$ cat config.mk
export PLATFORM = sky130hd
export DESIGN_NAME = spm_ctrl
export DESIGN_NICKNAME = d
export VERILOG_FILES = /design/src/rtl/spm_pkg.sv /design/src/rtl/spm_shreg.sv /design/src/rtl/spm_ctrl.sv
export SDC_FILE = /design/constraint.sdc
export NUM_CORES = 1
export LEC_CHECK = 0
export CAP_MARGIN = 20
export CORE_MARGIN = 4
export CORE_UTILIZATION = 44
export DETAILED_ROUTE_END_ITERATION = 7
export PLACE_DENSITY = 0.77
export REMOVE_ABC_BUFFERS = 1
export SETUP_SLACK_MARGIN = 0.5
export SLEW_MARGIN = 40
export SYNTH_ARGS = -nofsm -noshare
export SYNTH_HDL_FRONTEND = slang
export SYNTH_SLANG_ARGS = --single-unit
$ cat constraint.sdc
create_clock -name clk -period 4.07 [get_ports clk]
set_input_delay 0.407 -clock clk [delete_from_list [all_inputs] [get_ports clk]]
set_output_delay 0.407 -clock clk [all_outputs]
set_load 0.03 [all_outputs]
$ cat src/rtl/spm_pkg.sv
// spm_pkg: shared types and defaults for the spm serial/parallel multiplier and its sequencer.
package spm_pkg;
    localparam int SPM_SIZE = 32;
    typedef enum logic [2:0] {IDLE, CLEAR, RUN, DRAIN, DONE} spm_ctrl_state_t;
endpackage

$ cat src/rtl/spm_shreg.sv
// spm_shreg: serial-in right shift register with capture enable; new bits enter at the MSB.
module spm_shreg #(
    parameter int W = 64
) (
    input  logic         clk,
    input  logic         rst,
    input  logic         en_i,
    input  logic         d_i,
    output logic [W-1:0] q_o
);
    logic [W-1:0] q_q;
    always_ff @(posedge clk or posedge rst) begin
        if (rst) q_q <= '0;
        else if (en_i) q_q <= {d_i, q_q[W-1:1]};
    end
    assign q_o = q_q;
endmodule

$ cat src/rtl/spm_ctrl.sv
// spm_ctrl: sequences one spm instance: clear, stream y LSB-first sign-extended, reassemble the product.
// SPM_CTRL_PERF_EN adds a 32-bit completed-operation counter port op_count.
module spm_ctrl
    import spm_pkg::*;
#(
    parameter int SIZE = SPM_SIZE,
    parameter int CW   = $clog2(2*SIZE)+1
) (
    input  logic              clk,
    input  logic              rst,
    input  logic              in_valid,
    output logic              in_ready,
    input  logic [SIZE-1:0]   in_x,
    input  logic [SIZE-1:0]   in_y,
    output logic              out_valid,
    input  logic              out_ready,
    output logic [2*SIZE-1:0] out_p,
    output logic              busy,
    output logic              spm_rst,
    output logic [SIZE-1:0]   spm_x,
    output logic              spm_y,
    input  logic              spm_p
`ifdef SPM_CTRL_PERF_EN
    ,
    output logic [31:0]       op_count
`endif
);
    localparam int IW = $clog2(SIZE);
    localparam logic [CW-1:0] LAST = CW'(2*SIZE-1);
    localparam logic [CW-1:0] NB   = CW'(SIZE);
    spm_ctrl_state_t state_q, state_d;
    logic [CW-1:0]   cnt_q, cnt_d;
    logic [SIZE-1:0] x_q, x_d, y_q, y_d;
    logic            spm_rst_q, spm_rst_d, spm_y_q, spm_y_d;
    logic            in_ready_q, out_valid_q, busy_q, shift_en;
    always_comb begin
        state_d = state_q;
        cnt_d   = cnt_q;
        x_d     = x_q;
        y_d     = y_q;
        case (state_q)
            IDLE:  if (in_valid) begin
                       state_d = CLEAR;
                       x_d     = in_x;
                       y_d     = in_y;
                   end
            CLEAR: begin
                       state_d = RUN;
                       cnt_d   = '0;
                   end
            RUN:   begin
                       state_d = (cnt_q == LAST) ? DRAIN : RUN;
                       cnt_d   = cnt_q + CW'(1);
                   end
            DRAIN: state_d = DONE;
            DONE:  if (out_ready) state_d = IDLE;
            default: state_d = IDLE;
        endcase
        spm_rst_d = (state_q == IDLE) && in_valid;
        // y is presented one cycle ahead of use because spm_y is registered
        spm_y_d   = (state_d == RUN) && ((cnt_d < NB) ? y_q[cnt_d[IW-1:0]] : y_q[SIZE-1]);
        // spm_p lags spm_y by one cycle, so bit 0 arrives at cnt=1 and the last bit in DRAIN
        shift_en  = ((state_q == RUN) && (cnt_q != '0)) || (state_q == DRAIN);
    end
    always_ff @(posedge clk or posedge rst) begin
        if (rst) begin
            state_q     <= IDLE;
            cnt_q       <= '0;
            x_q         <= '0;
            y_q         <= '0;
            spm_rst_q   <= 1'b1;
            spm_y_q     <= 1'b0;
            in_ready_q  <= 1'b1;
            out_valid_q <= 1'b0;
            busy_q      <= 1'b0;
        end else begin
            state_q     <= state_d;
            cnt_q       <= cnt_d;
            x_q         <= x_d;
            y_q         <= y_d;
            spm_rst_q   <= spm_rst_d;
            spm_y_q     <= spm_y_d;
            in_ready_q  <= (state_d == IDLE);
            out_valid_q <= (state_d == DONE);
            busy_q      <= (state_d != IDLE);
        end
    end
    spm_shreg #(.W(2*SIZE)) u_shreg (
        .clk (clk),
        .rst (rst),
        .en_i(shift_en),
        .d_i (spm_p),
        .q_o (out_p)
    );
`ifdef SPM_CTRL_PERF_EN
    logic [31:0] op_count_q;
    always_ff @(posedge clk or posedge rst) begin
        if (rst) op_count_q <= '0;
        else if (out_valid_q && out_ready) op_count_q <= op_count_q + 32'd1;
    end
    assign op_count = op_count_q;
`endif
    assign in_ready  = in_ready_q;
    assign out_valid = out_valid_q;
    assign busy      = busy_q;
    assign spm_rst   = spm_rst_q;
    assign spm_x     = x_q;
    assign spm_y     = spm_y_q;
endmodule

# After elaboration in Yosys (flattened, before gate mapping)
# Index checks and enable logic that the tools add are counted.
# word_totals
word_cells,37
inputBits,69
output_inout_bits,101
register_bits,143
# op_classes
n_addsub,1
n_reduce_logical,9
n_eq_ne,7
n_mux,8
n_lt_le_gt_ge,2
# op_table
operator,n
$pmux W3 S5,1
$pmux W7 S2,1
$eq A3 B2 Y1 const B,3
$add A7 B1 Y7 const B,1
$eq A7 B6 Y1 const B,1
$lt A7 B6 Y1 const B,1
$reduce_bool A7 Y1,1
$eq A3 B3 Y1 const B,2
$logic_not A3 Y1,2
$lt A5 B6 Y1 const B,1
$mux W3,2
$bmux W1 S5,1
$eq A3 B1 Y1 const B,1
$logic_and A1 B1 Y1,3
$mux W1,3
$reduce_bool A3 Y1,1
$reduce_and A2 Y1,1
$logic_or A1 B1 Y1,1

# Logic depth before layout (Yosys ltp)
# logic_depth
ltp_word,6
depth_mapped,12

# Hierarchy
# From an unflattened synthesis, not the netlist that was laid out.
# unflattened
hier_cells,426
hier_area_um2,6441.2
# by_module_without_submodules
module,area_per_inst_um2,cells_each,instances
spm_ctrl,3758.6,290,1
spm_shreg,2682.6,136,1

# Worst setup path after synthesis
# No wires, ideal clock.
# synth_timing
kind,register to register
from,register cnt_q[0]
to,register spm_y_q (netlist: spm_y)
setup_slack_ps,1646
path_buffers,3
path_stages_with_launch,13
t_arrival_ps,2303
path_cell_list,dfrtp_1 > buf_4 > buf_2 > inv_1 > ha_1 > nor2b_1 > a221oi_4 > buf_6 > o2111ai_1 > o221ai_1 > mux2i_1 > a2bb2oi_2 > o211a_1
# synth_via
elab_chain_cells,6
word_cells_on_any_way,11
classes_between,1 x add/sub; 1 x order compare; 2 x eq/ne; 6 x mux; 1 x reduce/logical
# synth_rtl
item,line_no,rtl
from (decl),spm_ctrl.sv:32,"logic [CW-1:0] cnt_q, cnt_d;"
from (signal assigned),spm_ctrl.sv:78,cnt_q <= cnt_d;
$add A7 B1 Y7,spm_ctrl.sv:53,cnt_d = cnt_q + CW'(1);
$pmux W7 S2,spm_ctrl.sv:41,case (state_q)
$bmux W1 S5,spm_ctrl.sv:61,spm_y_d = (state_d == RUN) && ((cnt_d < NB) ? y_q[cnt_d[IW-1:0]] : y_q[SIZE-1]);
$mux W1 (not written as such),spm_ctrl.sv:61,
$mux W1,spm_ctrl.sv:61,
$logic_and A1 B1 Y1 (*),spm_ctrl.sv:61,
net spm_y_d,spm_ctrl.sv:34,"logic spm_rst_q, spm_rst_d, spm_y_q, spm_y_d;"
to (signal assigned),spm_ctrl.sv:82,spm_y_q <= spm_y_d;
to (decl),spm_ctrl.sv:34,
# The timed path passes the listed nets; every way through them passes the cells marked *. The select of a mux whose other input is x is not followed.
# A chain may end at the register's enable or synchronous reset.

# Final worst setup path
# Same ends and word-level chain as after synthesis.

==> run_results.csv <==
group,metric,value,unit
sta,fin_crit_sh,71.88,%
sta,setup_tns,0,ps
grt,grt_max_degree,81,
grt,antenna_found_initial,0,
logic_synthesis,synth_cell_types,56,
logic_synthesis,synth_simple_gate_area_share,5.521,%
worst_setup_path,crit_type,"flop to flop",
grt,track_usage,18.82,%
detailed_routing,drtPass1Iterations,4,
logic_synthesis,ys_top_cells_by_area,"dfrtp_1, mux2_2, mux2i_1, buf_2, nand2_1",
detailed_routing,vias,4305,
worst_setup_path,cp-end-kind,"flop",
logic_synthesis,synthCells,457,
power,p_sw_share,37.48,%
clock_network,root_buffer,"clkbuf_16",
sta,max_freq,341.8,MHz
sta,hold_viol,0,
worst_setup_path,cp.arrival,3280,ps
grt,met3_usage,10.04,%
final_layout,syn_to_final_growth,38.11,%
power,total_power,6.769,mW
clock_network,cts_max_level,4,
clock_network,cts_setup_buffers,0,
floorplan,initial_core_util,45.21,%
grt,grt_pass1_wl,24070,microns
sta,drv_slew,0,
floorplan,core,13930,sq um
clock_network,clockBufferDepth,2,
final_layout,final_core_util,62.44,%
clock_network,clkSinkCount,143,
floorplan,die_w,127.7,microns
power,power_switching,2.537,mW
detailed_routing,antenna_violating_nets_post_route,0,
worst_setup_path,r2r_slack,1140,ps
worst_setup_path,startpoint_type,"flop",
power,power_frac_comb,43.9,%
grt,overflow,0,
floorplan,die_h,127.7,microns
logic_synthesis,synth_area,6300,sq um
worst_setup_path,critical_path_required,4430,ps
placement,portBuffers,169,
logic_synthesis,synthAdderAreaFrac,0.3972,%
grt,grtUsageMet2,29.67,%
power,p_int,4.232,mW
final_layout,drive_above_1_share,28.75,%
detailed_routing,drc,0,
sta,tightest_slew,802.1,ps
detailed_routing,wl,14400,microns
detailed_routing,via_per_inst,5.295,
logic_synthesis,synth_xor_area_share,0,%
logic_synthesis,synth_mux_area_share,25.78,%
logic_synthesis,synth_compound_area_share,8.044,%
floorplan,dieArea,16300,sq um
power,pwr-share-seq,33.6,%
grt,grt_pass1_vias,4748,
worst_hold_path,hold_path.class,"primary input to asynchronous set/reset pin",
final_layout,num_antenna_cells,0,
grt,grt_busiest_layer,"met2",
power,ir_worst_vdd,537.8,uV
sta,slew_headroom,46.53,%
clock_network,path_clk_slew,60,ps
detailed_routing,drt-initial-drc-count,284,
power,leakagePower,3.707,nW
logic_synthesis,ys_seq_area_share,56.84,%
power,pwr-share-clk,22.5,%
logic_synthesis,avgSynthCellArea,13.79,sq um
grt,met1_usage,22.38,%
clock_network,clkLatencyLatePin,420,ps
placement,gp_congestion,0.8763,
sta,finalCriticalPeriod,2926,ps
logic_synthesis,yosysTopAreaCell,"dfrtp_1",
logic_synthesis,synth_top_family_by_area,"multiplexers",
worst_setup_path,rr_worst_depth,10,
power,power.density,778.0,nW/um^2
worst_setup_path,crit_path_max_fanout,32,
sta,skew,6.547,ps
logic_synthesis,yosysTopAreaCellShare,56.01,%
run,cap_violations,0,
logic_synthesis,yosys_register_bits,143,
placement,dp_hpwl,10080,microns
clock_network,cts_resized,0,
sta,finalSetupViolCount,0,
outcome,status,"finished clean",
sta,rsz0062_at_grt,"false",
worst_setup_path,worstReg2RegEnd,"spm_y",
clock_network,cts_tree,"done",
final_layout,finalNetCount,692,
detailed_routing,wl_per_cell,17.71,microns
floorplan,io_pins,170,
logic_synthesis,yosysWarnings,0,
floorplan,rows,43,
clock_network,ctsHoldBuffers,0,
clock_network,numCtsBuffers,17,
worst_setup_path,timing.rr.start,"cnt_q[0]",
-- cell usage in the layout (no fill, tap or decap), drive strengths merged, types with 2 or more instances in the layout --
cell type	n
a21oi	10
a221oi	2
a22oi	6
and3	2
buf	5
bufinv	2
clkbuf	17
clkdlybuf4s50	169
clkinv	6
clkinvlp	2
dfrtp	141
dfstp	2
ha	2
inv	15
mux2	130
mux2i	16
nand2	15
nand2b	5
nand3	10
nand3b	4
nand4	2
nor2	6
nor2b	4
nor3	3
nor4b	2
o2111ai	3
o211ai	5
o21ai	11
o221ai	8
o22ai	6
o31ai	2
or2	3
or3	3
-- worst max-delay path, stage by stage, from the launching register on --
cell and delay, ps:
dfrtp_1 320, buf_4 300, inv_1 150, ha_1 320
nor2b_1 160, a221oi_4 680, mux2i_1 270, o221ai_1 140
mux2i_1 220, a2bb2oi_2 160, o211a_1 140
-- cell type report --
cell class              count  area (sq um)
well taps                 180         225.2
inverters                  11         46.29
clock inverters            14         157.7
flip-flops and latches    143          3585
fillers                  1055          5234
clock buffers              17         425.4
repair buffers            174          1742
multi-input cells         274          2520
-- how the worst max path moves through the flow --
stage | startpoint | end | slack (ps) | cells past startpoint
after floorplan | state_q[1] | spm_x[0] | -930 | 2
after global placement | state_q[0] | spm_y | 1280 | 7
after detailed placement | cnt_q[0] | spm_y | 1170 | 10
after CTS | cnt_q[0] | spm_y | 1140 | 10
after global routing | cnt_q[0] | spm_y | 930 | 10
final | cnt_q[0] | spm_y | 1140 | 10
-- state kept, by name, indices dropped and copies added, names as in the netlist --
name / cells
spm_rst: 1
busy: 1
spm_x: 32
y_q: 32
state_q: 3
out_valid: 1
in_ready: 1
spm_y: 1
cnt_q: 7
u_shreg.q_o: 64
-- stage by stage --
step           hold slack [ps]  instance area (sq um)  cells  worst slack (ps)
2_1_floorplan            457.4                   6126    428            -934.5
3_3_place_gp             482.5                   8114    782              1275
3_5_place_dp             482.6                   8114    782              1167
4_1_cts                  495.1                   8697    813              1139
5_1_grt                  515.2                   8701    813             927.0
6_report                 483.4                   8701    813              1144
-- cells in the mapped netlist (all sizes together) --
cell type / number
dfrtp: 141
mux2: 130
buf: 27
mux2i: 16
nand2: 15
inv: 11
o21ai: 11
a21oi: 10
nand3: 10
o221ai: 8
a22oi: 6
nor2: 6
o22ai: 6
nand2b: 5
o211ai: 5
nand3b: 4
nor2b: 4
nor3: 3
o2111ai: 3
or2: 3
or3: 3
a221oi: 2
and3: 2
clkbuf: 2
dfstp: 2
ha: 2
nand4: 2
nor4b: 2
o31ai: 2
a211oi: 1
a21boi: 1
a221o: 1
a2bb2oi: 1
a41oi: 1
and2: 1
nand4b: 1
nor4: 1
nor4bb: 1
o211a: 1
o21a: 1
o21bai: 1
o221a: 1
o41ai: 1
-- power by group through the flow --
stage | sequential [mW] | clock [mW] | combinational [mW]
after CTS | 2.28 | 1.57 | 3.00
after global routing | 2.35 | 1.63 | 3.22
final | 2.27 | 1.52 | 2.97
after floorplan | 2.72 | 0 | 1.55
after global placement | 2.27 | 0 | 2.92
after detailed placement | 2.29 | 0 | 2.98
-- metal layers --
layer	routed length [microns]	part of all wire, %
met4	174	1.2
met2	7049	49
met3	1449	10
met1	5728	40
met5	0	0
-- kinds of logic (layout without fill, tap and decap cells) --
group | count (synthesis) | in the layout
DFF | 143 | 143
buffers and inverters | 40 | 216
adders and majority gates | 2 | 2
and+or+nand+nor | 63 | 63
muxes | 146 | 146
AOI/OAI and AO/OA | 63 | 63
Power figures use the tool's default switching activity.
